$ cat src/rtl/xilinx_reset_sequencer_pkg.sv
// rtl/xilinx_reset_sequencer_pkg.sv - shared state encoding and default timing for the reset sequencer
package xilinx_reset_sequencer_pkg;

  localparam int STATE_W             = 2;
  localparam int DEF_HOLD_CYCLES     = 64;
  localparam int DEF_GAP_CYCLES      = 16;
  localparam int DEF_DEBOUNCE_CYCLES = 100000;

  typedef enum logic [STATE_W-1:0] {
    ST_WAIT_LOCK = 2'd0,
    ST_HOLD      = 2'd1,
    ST_JTAG      = 2'd2,
    ST_RUN       = 2'd3
  } state_e;

  function automatic int max_int(input int a, input int b);
    return (a > b) ? a : b;
  endfunction

endpackage

$ cat src/rtl/xilinx_reset_debounce.sv
// rtl/xilinx_reset_debounce.sv - two-flop synchroniser followed by a level debouncer
module xilinx_reset_debounce
  import xilinx_reset_sequencer_pkg::*;
#(
  parameter int DEBOUNCE_CYCLES = DEF_DEBOUNCE_CYCLES
) (
  input  logic ref_clk,
  input  logic pad_reset,
  input  logic async_i,
  output logic stable_o
);

  localparam int                CNT_W    = $clog2(DEBOUNCE_CYCLES);
  localparam logic [CNT_W-1:0]  CNT_LAST = CNT_W'(DEBOUNCE_CYCLES - 1);

  logic [1:0]       sync_q;
  logic             stable_q, stable_d;
  logic [CNT_W-1:0] cnt_q, cnt_d;

  always_ff @(posedge ref_clk or posedge pad_reset) begin
    if (pad_reset) begin
      sync_q   <= '0;
      stable_q <= 1'b0;
      cnt_q    <= '0;
    end else begin
      sync_q   <= {sync_q[0], async_i};
      stable_q <= stable_d;
      cnt_q    <= cnt_d;
    end
  end

  // Any cycle where the synchronised level agrees with the accepted level restarts the count.
  always_comb begin
    stable_d = stable_q;
    cnt_d    = '0;
    if (sync_q[1] != stable_q) begin
      if (cnt_q == CNT_LAST) begin
        stable_d = sync_q[1];
      end else begin
        cnt_d = cnt_q + 1'b1;
      end
    end
  end

  assign stable_o = stable_q;

endmodule

$ cat src/rtl/xilinx_reset_sequencer.sv
// rtl/xilinx_reset_sequencer.sv - sequences debug and SoC reset release after clock lock
module xilinx_reset_sequencer
  import xilinx_reset_sequencer_pkg::*;
#(
  parameter int HOLD_CYCLES     = DEF_HOLD_CYCLES,
  parameter int GAP_CYCLES      = DEF_GAP_CYCLES,
  parameter int DEBOUNCE_CYCLES = DEF_DEBOUNCE_CYCLES
) (
  input  logic               ref_clk,
  input  logic               pad_reset,
  input  logic               clk_locked_i,
  input  logic               btn_reset_i,
  input  logic               bootsel_i,
  output logic               jtag_trst_no,
  output logic               soc_rst_no,
  output logic               bootsel_o,
  output logic [STATE_W-1:0] state_o
);

  localparam int               CNT_W     = $clog2(max_int(HOLD_CYCLES, GAP_CYCLES));
  localparam logic [CNT_W-1:0] HOLD_LAST = CNT_W'(HOLD_CYCLES - 1);
  localparam logic [CNT_W-1:0] GAP_LAST  = CNT_W'(GAP_CYCLES - 1);

  logic [1:0]       locked_sync_q;
  logic [1:0]       boot_sync_q;
  logic             locked_s, boot_s, btn_stable, abort;
  state_e           state_q, state_d;
  logic [CNT_W-1:0] cnt_q, cnt_d;
  logic             jtag_q, jtag_d;
  logic             soc_q, soc_d;
  logic             boot_q, boot_d;

  xilinx_reset_debounce #(
    .DEBOUNCE_CYCLES(DEBOUNCE_CYCLES)
  ) u_btn_debounce (
    .ref_clk  (ref_clk),
    .pad_reset(pad_reset),
    .async_i  (btn_reset_i),
    .stable_o (btn_stable)
  );

  assign locked_s = locked_sync_q[1];
  assign boot_s   = boot_sync_q[1];
  assign abort    = !locked_s || btn_stable;

  always_ff @(posedge ref_clk or posedge pad_reset) begin
    if (pad_reset) begin
      locked_sync_q <= '0;
      boot_sync_q   <= '0;
      state_q       <= ST_WAIT_LOCK;
      cnt_q         <= '0;
      jtag_q        <= 1'b0;
      soc_q         <= 1'b0;
      boot_q        <= 1'b0;
    end else begin
      locked_sync_q <= {locked_sync_q[0], clk_locked_i};
      boot_sync_q   <= {boot_sync_q[0], bootsel_i};
      state_q       <= state_d;
      cnt_q         <= cnt_d;
      jtag_q        <= jtag_d;
      soc_q         <= soc_d;
      boot_q        <= boot_d;
    end
  end

  // Abort is checked before counter completion so a late lock loss can never release a reset.
  always_comb begin
    state_d = state_q;
    cnt_d   = cnt_q;
    unique case (state_q)
      ST_WAIT_LOCK: begin
        cnt_d = '0;
        if (!abort) state_d = ST_HOLD;
      end
      ST_HOLD: begin
        if (abort) begin
          state_d = ST_WAIT_LOCK;
          cnt_d   = '0;
        end else if (cnt_q == HOLD_LAST) begin
          state_d = ST_JTAG;
          cnt_d   = '0;
        end else begin
          cnt_d = cnt_q + 1'b1;
        end
      end
      ST_JTAG: begin
        if (abort) begin
          state_d = ST_WAIT_LOCK;
          cnt_d   = '0;
        end else if (cnt_q == GAP_LAST) begin
          state_d = ST_RUN;
          cnt_d   = '0;
        end else begin
          cnt_d = cnt_q + 1'b1;
        end
      end
      ST_RUN: begin
        cnt_d = '0;
        if (abort) state_d = ST_WAIT_LOCK;
      end
    endcase
  end

  // Outputs are decoded from the next state so they register on the same edge as the state.
  always_comb begin
    jtag_d = (state_d == ST_JTAG) || (state_d == ST_RUN);
    soc_d  = (state_d == ST_RUN);
    boot_d = boot_q;
    if ((state_q == ST_WAIT_LOCK) && (state_d == ST_HOLD)) boot_d = boot_s;
  end

  assign jtag_trst_no = jtag_q;
  assign soc_rst_no   = soc_q;
  assign bootsel_o    = boot_q;
  assign state_o      = state_q;

endmodule

$ cat config.mk
export PLATFORM = sky130hd
export DESIGN_NAME = xilinx_reset_sequencer
export DESIGN_NICKNAME = d
export VERILOG_FILES = /design/src/rtl/xilinx_reset_sequencer_pkg.sv /design/src/rtl/xilinx_reset_debounce.sv /design/src/rtl/xilinx_reset_sequencer.sv
export SDC_FILE = /design/constraint.sdc
export NUM_CORES = 1
export LEC_CHECK = 0
export ABC_AREA = 1
export CORE_MARGIN = 3
export CORE_UTILIZATION = 50
export CTS_CLUSTER_DIAMETER = 80
export CTS_CLUSTER_SIZE = 30
export DETAILED_ROUTE_END_ITERATION = 6
export MAX_ROUTING_LAYER = met4
export PLACE_DENSITY = 0.79
export SETUP_SLACK_MARGIN = 0.2
export SYNTH_ARGS = -nofsm -noshare
export SYNTH_HDL_FRONTEND = slang
export SYNTH_SLANG_ARGS = --single-unit
$ cat constraint.sdc
create_clock -name ref_clk -period 2.35 [get_ports ref_clk]
set_input_delay 0.47 -clock ref_clk [delete_from_list [all_inputs] [get_ports ref_clk]]
set_output_delay 0.47 -clock ref_clk [all_outputs]
set_load 0.01 [all_outputs]
==> Implementation_results.wiki <==
{| class="wikitable"
! Metric !! Value
|-
| Result of the run || completed
|-
| Via count || approximately 1,200
|-
| Top-level I/O count || 10
|-
| Mean post-synth cell area || 8.14 um2
|-
| Number of setup violations in the final report || 0
|-
| Biggest fanout along the worst timing path || 5
|-
| Slew @ Worst Pin || about 0.42 ns
|-
| Number of antenna violations at the first check in global routing || 0
|-
| Layout net count || roughly 230
|-
| Number of cells in the finished layout apart from fillers || approximately 270
|-
| Final Slew Violations || 0
|-
| Vias in the first global route || 1,128
|-
| Global placer's final weighted congestion || 0.878
|-
| Buffers & Inverters on Critical Path || 1
|-
| Cts-stage hold buffer count || 0
|-
| CP Class || reg -> out
|-
| Final antenna-violating net count || 0
|-
| Wire length of the first global-routing pass || 4.99 mm
|-
| Wirelength per Cell || ~11 um
|-
| Clock latency on the worst-skew pair || around 0.33 ns
|-
| Slowest library cell on the worst path || clkdlybuf4s50_1
|-
| Syn. warnings || 0
|-
| Post-synth net total || between 200 and 250
|-
| Number of fill cells in the layout || slightly below 300
|-
| Ordered list of cells on the worst path || clkdlybuf4s50_1
|-
| Post-route total power || 0.000984 W
|-
| Clock-pin slew reported for the worst setup and hold paths after clock tree synthesis || ~0.1 ns
|-
| Area occupied by registers || about 850 um2
|-
| FMAX || roughly 570 MHz
|-
| Sequential fraction of the synthesis area || between 50% and 60%
|-
| Startpoint types || flip-flop
|-
| CTS root buffer || clkbuf_4
|-
| X dimension of the die || about 64 um
|-
| Critical Path Max Stage Delay || 0.55 ns
|-
| CTS H-tree lvls || 2
|-
| Data required time at the worst endpoint || between 1.5 and 2 ns
|-
| Least setup slack across all paths after layout || 0.583 ns
|-
| Slew Limit Headroom || 72.1%
|-
| Antenna diode count || 0
|-
| Post-route DRC || 0
|-
| Crit path capture type || primary output
|-
| Total routed wirelength || 2.83 mm
|-
| Number of standard cells after synthesis || about 210
|-
| Longest Clk Path Bufs || 2
|-
| Crit path DAT || roughly 1.3 ns
|-
| Number of flip-flops and latches in the synthesized netlist || 34
|-
| Number of standard-cell rows in the floorplan || 20
|-
| Final period utilization || 75.2%
|-
| Power density over cell area || roughly 530 nW/um2
|-
| Multi-input gate area || around 710 um2
|-
| Largest voltage drop on the vdd net || roughly 340 uV
|-
| Starting density of the core || roughly 53%
|-
| Full die area || roughly 4000 um2
|-
| Pin count of the biggest net entering global routing || 35
|-
| Netlist Area Pre-Place || roughly 1700 um2
|-
| Detailed-routing iteration count for the pre-antenna-repair pass || 4
|-
| Worst hold slack || ~0.36 ns
|-
| Dpl ws || 0.940 ns
|-
| Proportion of layout cells with a drive suffix above 1 || a little over a tenth
|-
| Vias per Instance || about 4.7
|-
| Drt first-iter violations || between 70 and 80
|-
| Number of library cell types mapped by synthesis || 23
|-
| # Max-Cap Violations || 0
|-
| Number of buffers added by the clock tree synthesis step || 5
|-
| Kind of cell adding the most delay to the critical path || buffers and inverters
|-
| Detailed Place HPWL || 2.10 mm
|-
| Type of the most critical hold path || reg -> reg
|-
| Unrepaired setup endpoints after global routing || no
|-
| Layout Area Growth over Synthesis || 11.5%
|-
| Die boundary height || ~64 um
|-
| Global routing usage summed across all routing layers || 16.3%
|-
| Static leakage || approximately 0.85 nW
|-
| CTS tree || built
|-
| Final worst path period need || around 1.8 ns
|-
| Number of hold violations in the final report || 0
|-
| Worst Skew || 0.0142 ns
|-
| IO Port Bufs || 9
|-
| Inst Count DP || 258
|-
| Clock sink total || 34
|-
| Area of the placeable core || about 3100 um2
|-
| Post CTS Setup Buffer Count || 0
|-
| Number of resized instances in the post-cts repair step || 0
|-
| Setup TNS || 0 ns
|-
| GRT overflow || 0
|}
==> flip-flops by register name, summed over array words and instances (netlist names) <==
name                     cells
u_btn_debounce.cnt_q        17
soc_rst_no                   1
boot_sync_q                  2
jtag_trst_no                 1
cnt_q                        6
state_o                      1
u_btn_debounce.sync_q        2
locked_sync_q                2
bootsel_o                    1
u_btn_debounce.stable_o      1
==> area by class of cell <==
cell class	instances	area share (%)
multi-input cells	143	38.1
clock inverters	2	0.538
clock buffers	5	2.02
well taps	44	2.96
inverters	27	5.44
repair buffers	10	5.24
flip-flops and latches	34	45.7
==> routing by layer <==
layer	global-route usage, %	part of all wire [%]
met1	22.2	51
met2	24.3	46
met3	3.16	3.7
met4	6.47	0
met5	-	0
==> worst reg2reg max path, delay by kind of cell, from the launching register on <==
| family | cells | cell delay (ns) |
|---|---|---|
| simple gates | 4 | 0.55 |
| flops | 1 | 0.38 |
| fa+ha+maj | 1 | 0.19 |
| compound gates | 1 | 0.19 |
==> metrics by stage <==
step | utilization (%) | cell area (um2)
2_1_floorplan | - | 1670
3_3_place_gp | 58.0 | 1810
3_5_place_dp | 58.0 | 1810
4_1_cts | 59.5 | 1860
5_1_grt | 59.5 | 1860
6_report | 59.5 | 1860
==> power breakdown <==
group | internal [W] | switching (W)
logic | 0.0000330 | 0.0000390
clock network | 0.000108 | 0.000189
registers | 0.000603 | 0.0000121
==> cells by family after synthesis <==
kind of cell               after synthesis  synth area share [%]
adders and majority gates                2                  1.50
xor gates and xnor gates                10                  5.70
and+or+nand+nor                        121                  31.8
muxes                                    1                 0.675
DFF                                     34                  51.0
AOI/OAI and AO/OA                        9                  2.85
buffers and inverters                   28                  6.52
==> layout by cell type (no fill, tap or decap), drive strengths merged <==
| master | count |
|---|---|
| a21boi | 1 |
| clkinv | 2 |
| xor2 | 9 |
| nor2 | 51 |
| a21oi | 7 |
| nor3b | 1 |
| xnor2 | 1 |
| nor3 | 6 |
| nand3 | 21 |
| inv | 27 |
| mux2 | 1 |
| nand3b | 1 |
| dfrtp | 34 |
| nand2 | 39 |
| buf | 1 |
| o21ai | 1 |
| clkbuf | 5 |
| or2 | 1 |
| ha | 2 |
| clkdlybuf4s50 | 9 |
| nand4 | 1 |
==> final timing paths <==
| check | start | endpoint | slack [ns] | depth (start not counted) |
|---|---|---|---|---|
| max reg2reg | cnt_q[0] | cnt_q[2] | 0.94 | 6 |
| min in group asynchronous | pad_reset | u_btn_debounce.cnt_q[10] | 0.52 | 3 |
| max in group asynchronous | pad_reset | u_btn_debounce.stable_o | 1.52 | 3 |
| max | state_o[0] | state_o[0] | 0.58 | 1 |
| min | locked_sync_q[0] | locked_sync_q[1] | 0.36 | 0 |
| min reg2reg | locked_sync_q[0] | locked_sync_q[1] | 0.36 | 0 |
==> cell usage after synthesis (all sizes together) <==
master / n / share of area (%)
nor2: 51 / 12
nand2: 39 / 9.5
dfrtp: 34 / 51
inv: 27 / 6.1
nand3: 21 / 6.6
xor2: 9 / 5.2
a21oi: 7 / 2.1
nor3: 6 / 1.8
ha: 2 / 1.5
a21boi: 1 / 0.45
buf: 1 / 0.45
mux2: 1 / 0.67
nand3b: 1 / 0.45
nand4: 1 / 0.38
nor3b: 1 / 0.75
o21ai: 1 / 0.30
or2: 1 / 0.38
xnor2: 1 / 0.52
(Power assumes the default switching activity.)
